## src/rtl/sg_peak_detect.sv

```systemverilog
// Peak detector for the smoothed sample stream: finds local maxima above a threshold
// that are confirmed by a hysteresis fall, and enforces a minimum spacing between reports.
module sg_peak_detect #(
    parameter int DATA_W   = 16,
    parameter int IDX_W    = 16,
    parameter int MIN_DIST = 8,
    parameter int CNT_W    = 8
) (
    input  logic              clk,
    input  logic              rst,
    input  logic              start,
    input  logic              in_valid,
    input  logic [DATA_W-1:0] data_in,
    input  logic [DATA_W-1:0] threshold,
    input  logic [DATA_W-1:0] hysteresis,
    output logic              peak_valid,
    output logic [DATA_W-1:0] peak_value,
    output logic [IDX_W-1:0]  peak_index,
    output logic [CNT_W-1:0]  peak_count,
    output logic              busy
);

    typedef enum logic [1:0] {IDLE, BELOW, TRACK, FALL} state_t;

    state_t                    state, stateNext;
    logic signed [DATA_W-1:0]  thrReg, thrNext;
    logic        [DATA_W-1:0]  hystReg, hystNext;
    logic        [IDX_W-1:0]   idx, idxNext;
    logic signed [DATA_W-1:0]  cand, candNext;
    logic        [IDX_W-1:0]   candIdx, candIdxNext;
    logic signed [DATA_W-1:0]  minVal, minValNext;
    logic        [IDX_W-1:0]   lastIdx, lastIdxNext;
    logic                      noPrev, noPrevNext;
    logic                      peakValidNext;
    logic        [DATA_W-1:0]  peakValueNext;
    logic        [IDX_W-1:0]   peakIndexNext;
    logic        [CNT_W-1:0]   peakCountNext;

    logic signed [DATA_W-1:0]  sample;
    logic signed [DATA_W:0]    fallDiff, riseDiff, hystExt;
    logic        [IDX_W-1:0]   gap;
    logic                      reportOk;

    // Differences are one bit wider than the data so extreme swings never wrap.
    assign sample   = data_in;
    assign fallDiff = {cand[DATA_W-1], cand} - {sample[DATA_W-1], sample};
    assign riseDiff = {sample[DATA_W-1], sample} - {minVal[DATA_W-1], minVal};
    assign hystExt  = {1'b0, hystReg};
    assign gap      = candIdx - lastIdx;
    assign reportOk = noPrev || (gap >= IDX_W'(MIN_DIST));
    assign busy     = (state != IDLE);

    always_comb begin
        stateNext     = state;
        thrNext       = thrReg;
        hystNext      = hystReg;
        idxNext       = idx;
        candNext      = cand;
        candIdxNext   = candIdx;
        minValNext    = minVal;
        lastIdxNext   = lastIdx;
        noPrevNext    = noPrev;
        peakValidNext = 1'b0;
        peakValueNext = peak_value;
        peakIndexNext = peak_index;
        peakCountNext = peak_count;

        if (start) begin
            stateNext     = BELOW;
            thrNext       = threshold;
            hystNext      = hysteresis;
            idxNext       = '0;
            noPrevNext    = 1'b1;
            peakCountNext = '0;
        end else if (in_valid && state != IDLE) begin
            idxNext = idx + 1'b1;
            case (state)
                BELOW: begin
                    if (sample >= thrReg) begin
                        candNext    = sample;
                        candIdxNext = idx;
                        stateNext   = TRACK;
                    end
                end
                TRACK: begin
                    if (sample > cand) begin
                        candNext    = sample;
                        candIdxNext = idx;
                    end else if (fallDiff >= hystExt) begin
                        minValNext = sample;
                        stateNext  = (sample >= thrReg) ? FALL : BELOW;
                        // Too-close peaks still move the FSM on, they are just not reported.
                        if (reportOk) begin
                            peakValidNext = 1'b1;
                            peakValueNext = cand;
                            peakIndexNext = candIdx;
                            lastIdxNext   = candIdx;
                            noPrevNext    = 1'b0;
                            if (peak_count != '1)
                                peakCountNext = peak_count + 1'b1;
                        end
                    end
                end
                FALL: begin
                    if (sample < thrReg) begin
                        stateNext = BELOW;
                    end else if (sample < minVal) begin
                        minValNext = sample;
                    end else if (riseDiff >= hystExt) begin
                        candNext    = sample;
                        candIdxNext = idx;
                        stateNext   = TRACK;
                    end
                end
                default: stateNext = IDLE;
            endcase
            if (idx == '1)
                stateNext = IDLE;
        end
    end

    always_ff @(posedge clk) begin
        if (rst) begin
            state      <= IDLE;
            thrReg     <= '0;
            hystReg    <= '0;
            idx        <= '0;
            cand       <= '0;
            candIdx    <= '0;
            minVal     <= '0;
            lastIdx    <= '0;
            noPrev     <= 1'b1;
            peak_valid <= 1'b0;
            peak_value <= '0;
            peak_index <= '0;
            peak_count <= '0;
        end else begin
            state      <= stateNext;
            thrReg     <= thrNext;
            hystReg    <= hystNext;
            idx        <= idxNext;
            cand       <= candNext;
            candIdx    <= candIdxNext;
            minVal     <= minValNext;
            lastIdx    <= lastIdxNext;
            noPrev     <= noPrevNext;
            peak_valid <= peakValidNext;
            peak_value <= peakValueNext;
            peak_index <= peakIndexNext;
            peak_count <= peakCountNext;
        end
    end

endmodule

```

## config.mk

```make
export PLATFORM = sky130hd
export DESIGN_NAME = sg_peak_detect
export DESIGN_NICKNAME = d
export VERILOG_FILES = /design/src/rtl/sg_peak_detect.sv
export SDC_FILE = /design/constraint.sdc
export NUM_CORES = 1
export LEC_CHECK = 0
export BUFFER_PORTS_ARGS = -buffer_cell sky130_fd_sc_hd__clkbuf_2
export CORE_UTILIZATION = 50
export DETAILED_ROUTE_END_ITERATION = 7
export GPL_TIMING_DRIVEN = 0
export HOLD_SLACK_MARGIN = 0.06
export PLACE_DENSITY = 0.69
export SLEW_MARGIN = 25
export SYNTH_ARGS = -nofsm -noshare
export SYNTH_HDL_FRONTEND = slang
export SYNTH_SLANG_ARGS = --single-unit
```

## constraint.sdc

```tcl
create_clock -name clk -period 8.4 [get_ports clk]
set_input_delay 1.68 -clock clk [delete_from_list [all_inputs] [get_ports clk]]
set_output_delay 1.68 -clock clk [all_outputs]
set_load 0.005 [all_outputs]
```

==> out/qor.yml, run 1 <==
status: "completed"
whs_ns: 0.475
clock_sinks: 140
synth-seq-cells: 140
clock_latency_ns: 0.43
synth_edf_count: 0
worstPathArrival_ns: 6.60
drc_errors: 0
synth_cell_types: 78
antenna_cells: 0
port_buffers: 92
endpoint_kind: "register"
netlist_area_um2: 9520
synthTopCellsByCount: "146 x nor2_1, 140 x dfxtp_1, 114 x mux2i_1"
grt.total_usage_pct: 25.7
fp.dieH_um: 140
path_max_fanout: 10
clockBufferDepth: 2
synthArstFlopShare_pct: 0
dp_hpwl_mm: 19.1
min_path_type: "register to register"
fin_skew_ns: 0.00784
grt_max_degree: 17
io_pins: 94
place.gp.congestion: 0.882
synthTopCellsByArea: "dfxtp_1 29%, ha_1 13%, mux2i_1 12%"
overflow: 0
cap_violations: 0
min_period_ns: 6.31
cts-root-buf: "clkbuf_16"
synth-seq-area-share_pct: 29.5
yosys_warnings: 0
core_um2: 18700
path_class: "primary input to register"
ys.flop_type: "dfxtp_1"
path_clk_slew_ns: 0.06
ir_drop_mv: 0.154
cts_resized: 0
crit_start: "data_in[1]"
worst_slew_pin_slew_ns: 0.952
post_cts_buffers: 0
crit_required_ns: 8.69
powerDensity_nw_per_um2: 156
yosysMostFrequentCell: "nor2_1"
finalCritPeriodShare_pct: 75.1
yosys.area.top_type: "dfxtp_1"
setup_violations: 0
areaGrowthSynthToFinish_pct: 14.1
finalMaxSlewViolations: 0
routedWlPerCell_um: 16.4
drtIter0Drc: 355
endpoint: "minVal[6]"
grt_antenna_before_repair: 0
via_per_inst: 5.62
fin_cells: 1473
rsz0062_at_grt: "false"
r2r-end: "minVal[6]"
timing.rr.start: "cand[1]"
h-tree-depth: 4
synth_nets: 1268
power_mw: 1.69
synth_top_area_share_pct: 29.5
ant_nets: 0
vias: 8274
tritoncts: "yes"
leakagePower_nw: 4.81
routed_wl_mm: 24.2
max_freq_mhz: 158
fp-row-count: 50
nets: 1379
final.setup.tns_ns: 0
syn_inst: 1115
dieWidth_um: 140
drtPass1Iterations: 5
r2r_cells: 21
post_synth.cell_area_avg_um2: 8.53
reg2reg_setup_slack_ns: 3.26
slew_headroom_pct: 36.5
startpoint_type: "primary input"
initial_utilization_pct: 50.9
hold_viol_final: 0
grt_pass1_vias: 7963
cts.hold.buffers_added: 0
drive_above_1_share_pct: 13.2
cts_buffers: 17
die_area_um2: 19600
grt_pass1_wl_mm: 39.8
post-place-cells: 1441
[how the worst min path moves through the flow]
| stage | start | to | slack (ns) | depth (start not counted) |
|---|---|---|---|---|
| floorplan | noPrev | noPrev | 0.43 | 1 |
| global placement | peak_value[5] | peak_value[5] | 0.46 | 2 |
| finish | peak_value[13] | peak_value[13] | 0.47 | 2 |
| CTS | peak_value[13] | peak_value[13] | 0.48 | 2 |
| detailed placement | peak_value[11] | peak_value[11] | 0.46 | 2 |
| global route | peak_value[13] | peak_value[13] | 0.50 | 2 |
[layout by cell type (no fill, tap or decap), drive strengths merged, types with 10 or more instances in the layout]
master and count:
a21oi 49, nand2 34, dfxtp 140, a211oi 13
nand4 19, o21ai 34, xor2 14, clkbuf 134
xnor2 22, nand3 25, mux2i 114, ha 98
inv 105, o21a 17, buf 16, and3 10
a21o 16, nand2b 80, nor2 146
[kinds of logic (layout without fill, tap and decap cells)]
kind of cell	after synthesis	after routing	share of synthesized area, %
and+or+nand+nor	383	383	20.8
AOI/OAI and AO/OA	200	200	14.7
xor gates and xnor gates	36	36	3.31
DFF	140	140	29.5
muxes	115	115	12.1
buffers and inverters	140	264	6.08
adders and majority gates	101	101	13.5
[sequential cells by signal (all words and copies together), names as in the netlist]
name        flops
cand           16
candIdx        16
hystReg        16
idx            16
lastIdx        16
minVal         16
noPrev          1
peak_count      8
peak_valid      1
peak_value     16
state           2
thrReg         16
[metal layers]
metal	vias to the layer above	GRT usage [%]	wire length (um)
met1	3896	34.5	11600
met3	33	4.03	1110
li1	4155	-	-
met5	-	0	0
met4	0	8.16	390
met2	190	42.2	11100
[where the power goes]
part / switching (mW) / internal [mW] / leakage [nW]
clock network: 0.320 / 0.442 / 0.290
logic: 0.144 / 0.105 / 3.38
registers: 0.00802 / 0.676 / 1.13
[layout make-up]
cell class	count	area, um2
fillers	1720	7850
repair buffers	92	460
inverters	99	372
plain buffers	41	206
clock buffers	17	425
well taps	234	293
multi-input cells	835	6130
clock inverters	15	160
flip-flops and latches	140	2800
[per-stage QoR]
step	utilization (%)	setup WS [ns]	area, um2
after floorplan	-	2.76	9520
after global placement	54.9	1.88	10300
after detailed placement	54.9	1.80	10300
after CTS	58.0	2.17	10900
after global routing	58.0	1.81	10900
final	58.0	2.09	10900
[worst max-delay path, stage by stage]
cell and delay [ns]:
clkbuf_2 0.17, inv_1 0.10, ha_1 0.29, nor2b_1 0.14
o31ai_1 0.35, a21oi_2 0.15, and2_1 0.19, o21ai_0 0.15
nand2b_1 0.14, a21o_1 0.21, a21oi_1 0.17, xnor2_1 0.10
ha_1 0.33, nand4_1 0.16, nor2_1 0.21, o21ai_1 0.11
a31o_2 0.21, a21oi_1 0.30, nand3_4 0.20, o32ai_4 0.60
buf_4 0.35, mux2i_1 0.22, nor2_1 0.05
Note: power is estimated with default switching activity, not from simulation.
==> inputs of run 2 (changes only) <==
PLACE_DENSITY = 0.72   (was 0.69)
clock period = 5.3 ns   (was 8.4 ns; I/O delays follow)
==> run 2 against run 1 <==
Net effect:
- design area up 0.82%
- worst hold slack got worse by 0.0040 ns
- count of clock-buffer cells in the layout rose by 5
- final cell count up 0.54%
- first-iteration DRC count increased by 9.9%
==> out/qor.yml, run 2 (synthesized netlist as in run 1, its figures left out) <==
status: "completed"
die_area_um2: 19600  # unchanged
place.gp.congestion: 0.903  # +2.4%
grt.total_usage_pct: 25.4  # -0.30 points
areaGrowthSynthToFinish_pct: 15.0
ir_drop_mv: 0.242  # +58%
path_cells: "buf_2 -> inv_1 -> ha_1 -> nor2b_1 -> o31ai_2 -> a21oi_2 -> and2_1 -> o21ai_0 -> nand2b_1 -> a21o_1 -> a21oi_2 -> xnor2_1 -> ha_1 -> nand4_1 -> nor2_2 -> o21ai_1 -> a31o_2 -> a21oi_4 -> nand3_4 -> or4_4 -> or4_1 -> a21oi_2"
antenna_cells: 0  # unchanged
drtIter0Drc: 390  # +9.9%
nFillCells: 1695  # -1.5%
crit_family: "simple AND/OR/NAND/NOR gates"
via_per_inst: 5.64  # +0.37%
max_freq_mhz: 195
setup_violations: 0  # unchanged
power_mw: 2.63  # +55%
leakagePower_nw: 4.82  # +0.25%
final.setup.tns_ns: 0  # unchanged
core_um2: 18700  # unchanged
initial_utilization_pct: 50.9  # unchanged
vias: 8350  # +0.92%
fp.dieH_um: 140  # unchanged
path_class: "primary input to register"
hold_viol_final: 0  # unchanged
routedWlPerCell_um: 16.6  # +1.3%
endpoint_kind: "register"
worst_slew_pin_slew_ns: 0.884  # -0.0684 ns
nets: 1387  # +0.58%
ant_nets: 0  # unchanged
clock_sinks: 140  # unchanged
grt_antenna_before_repair: 0  # unchanged
path_buf_inv: 2  # -1
slew_headroom_pct: 41.1  # +4.6 points
final_common_cell: "nor2_1"
cts-root-buf: "clkbuf_16"
dp_hpwl_mm: 19.0  # -0.54%
io_pins: 94  # unchanged
clockBufferDepth: 2  # unchanged
area.sequential_um2: 2800  # unchanged
tritoncts: "yes"
drc_errors: 0  # unchanged
dieWidth_um: 140  # unchanged
drive_above_1_share_pct: 14.0  # +0.88 points
port_buffers: 92  # unchanged
final_cell_mix: "145 x nor2_1, 140 x dfxtp_1, 114 x mux2i_1, 99 x inv_1, 98 x ha_1"
cap_violations: 0  # unchanged
rsz0062_at_grt: "true"
drtPass1Iterations: 5  # unchanged
path_clk_slew_ns: 0.06  # about the same
routed_wl_mm: 24.6  # +1.9%
finalCritPeriodShare_pct: 96.8
powerDensity_nw_per_um2: 241  # +54%
grt_pass1_wl_mm: 39.2  # -1.5%
path_max_fanout: 6  # -4
crit_start: "data_in[1]"
timing.rr.start: "cand[0]"
holdCritStartpoint: "peak_value[12]"
grt_pass1_vias: 7859  # -1.3%
min_path_type: "register to register"
overflow: 0  # unchanged
h-tree-depth: 4  # unchanged
slowest_delay_ns: 0.56  # -0.04 ns
cts_buffers: 17  # unchanged
cts.hold.buffers_added: 0  # unchanged
fp-row-count: 50  # unchanged
fin_skew_ns: 0.00586  # -0.00198 ns
grt_max_degree: 17  # unchanged
worstPathArrival_ns: 5.49  # -1.11 ns
crit_required_ns: 5.66  # -3.03 ns
finalMaxSlewViolations: 0  # unchanged
cpMostUsedCell: "a21oi_2"
critPathSlowestCell: "or4_4"
startpoint_type: "primary input"
multi_input_area_um2: 6180  # +0.82%
min_period_ns: 5.13
clock_latency_ns: 0.43  # about the same
[run 2: layer usage]
layer,GRT usage (%),routed length (um),up-vias
met4,8.16,483,0
met1,33.8,11700,3916
met3,4.48,1230,35
met2,41.7,11200,219
met5,0,0,-
li1,-,-,4180
[run 2: path summary, 6_finish.rpt]
| path | slack (ns) | cells past startpoint | to |
|---|---|---|---|
| max | 0.17 | 22 | peak_count[5] |
| min | 0.47 | 2 | peak_value[12] |
| max reg2reg | 0.53 | 21 | peak_count[5] |
| min reg2reg | 0.47 | 2 | peak_value[12] |
[run 2: per-stage QoR]
step / setup WS, ns / std cells / util [%] / hold WS, ns / cell area, um2
global route: -0.0569 / 1481 / 58.5 / 0.510 / 10900
floorplan: 0.278 / 1115 / - / 0.427 / 9520
CTS: 0.0280 / 1474 / 57.9 / 0.479 / 10800
finish: 0.169 / 1481 / 58.5 / 0.471 / 10900
detailed placement: -0.660 / 1441 / 54.9 / 0.469 / 10300
global placement: -0.612 / 1441 / 54.9 / 0.462 / 10300
[run 2: cell type report]
cell class                 count  area share (%)
clock buffer                  22            4.24
inverter                      99            3.40
timing repair buffer          99            4.66
sequential                   140            25.6
tap                          234            2.68
clock inverter                10           0.835
multi-input combinational    836            56.5
buffer                        41            2.06
[run 2: power by group]
| group | switching, mW | internal (mW) |
|---|---|---|
| combinational | 0.238 | 0.174 |
| sequential | 0.0126 | 1.07 |
| clock | 0.470 | 0.668 |
[run 2: worst register-to-register path: cells and delay by family (launching register included)]
| kind | cells | cell delay [ns] |
|---|---|---|
| AOI/OAI and AO/OA | 11 | 1.75 |
| xor gates and xnor gates | 1 | 0.15 |
| adders and majority gates | 3 | 0.95 |
| buffers and inverters | 1 | 0.06 |
| DFF | 1 | 0.37 |
| and+or+nand+nor | 5 | 1.44 |
[run 2: timing repair]
item,4_1_cts,5_1_grt
hold endpoints to repair,0,0
resized for setup,2,19
buffers inserted,1,5
setup endpoints to repair,54,84
pin swaps,1,6
gates cloned,0,2
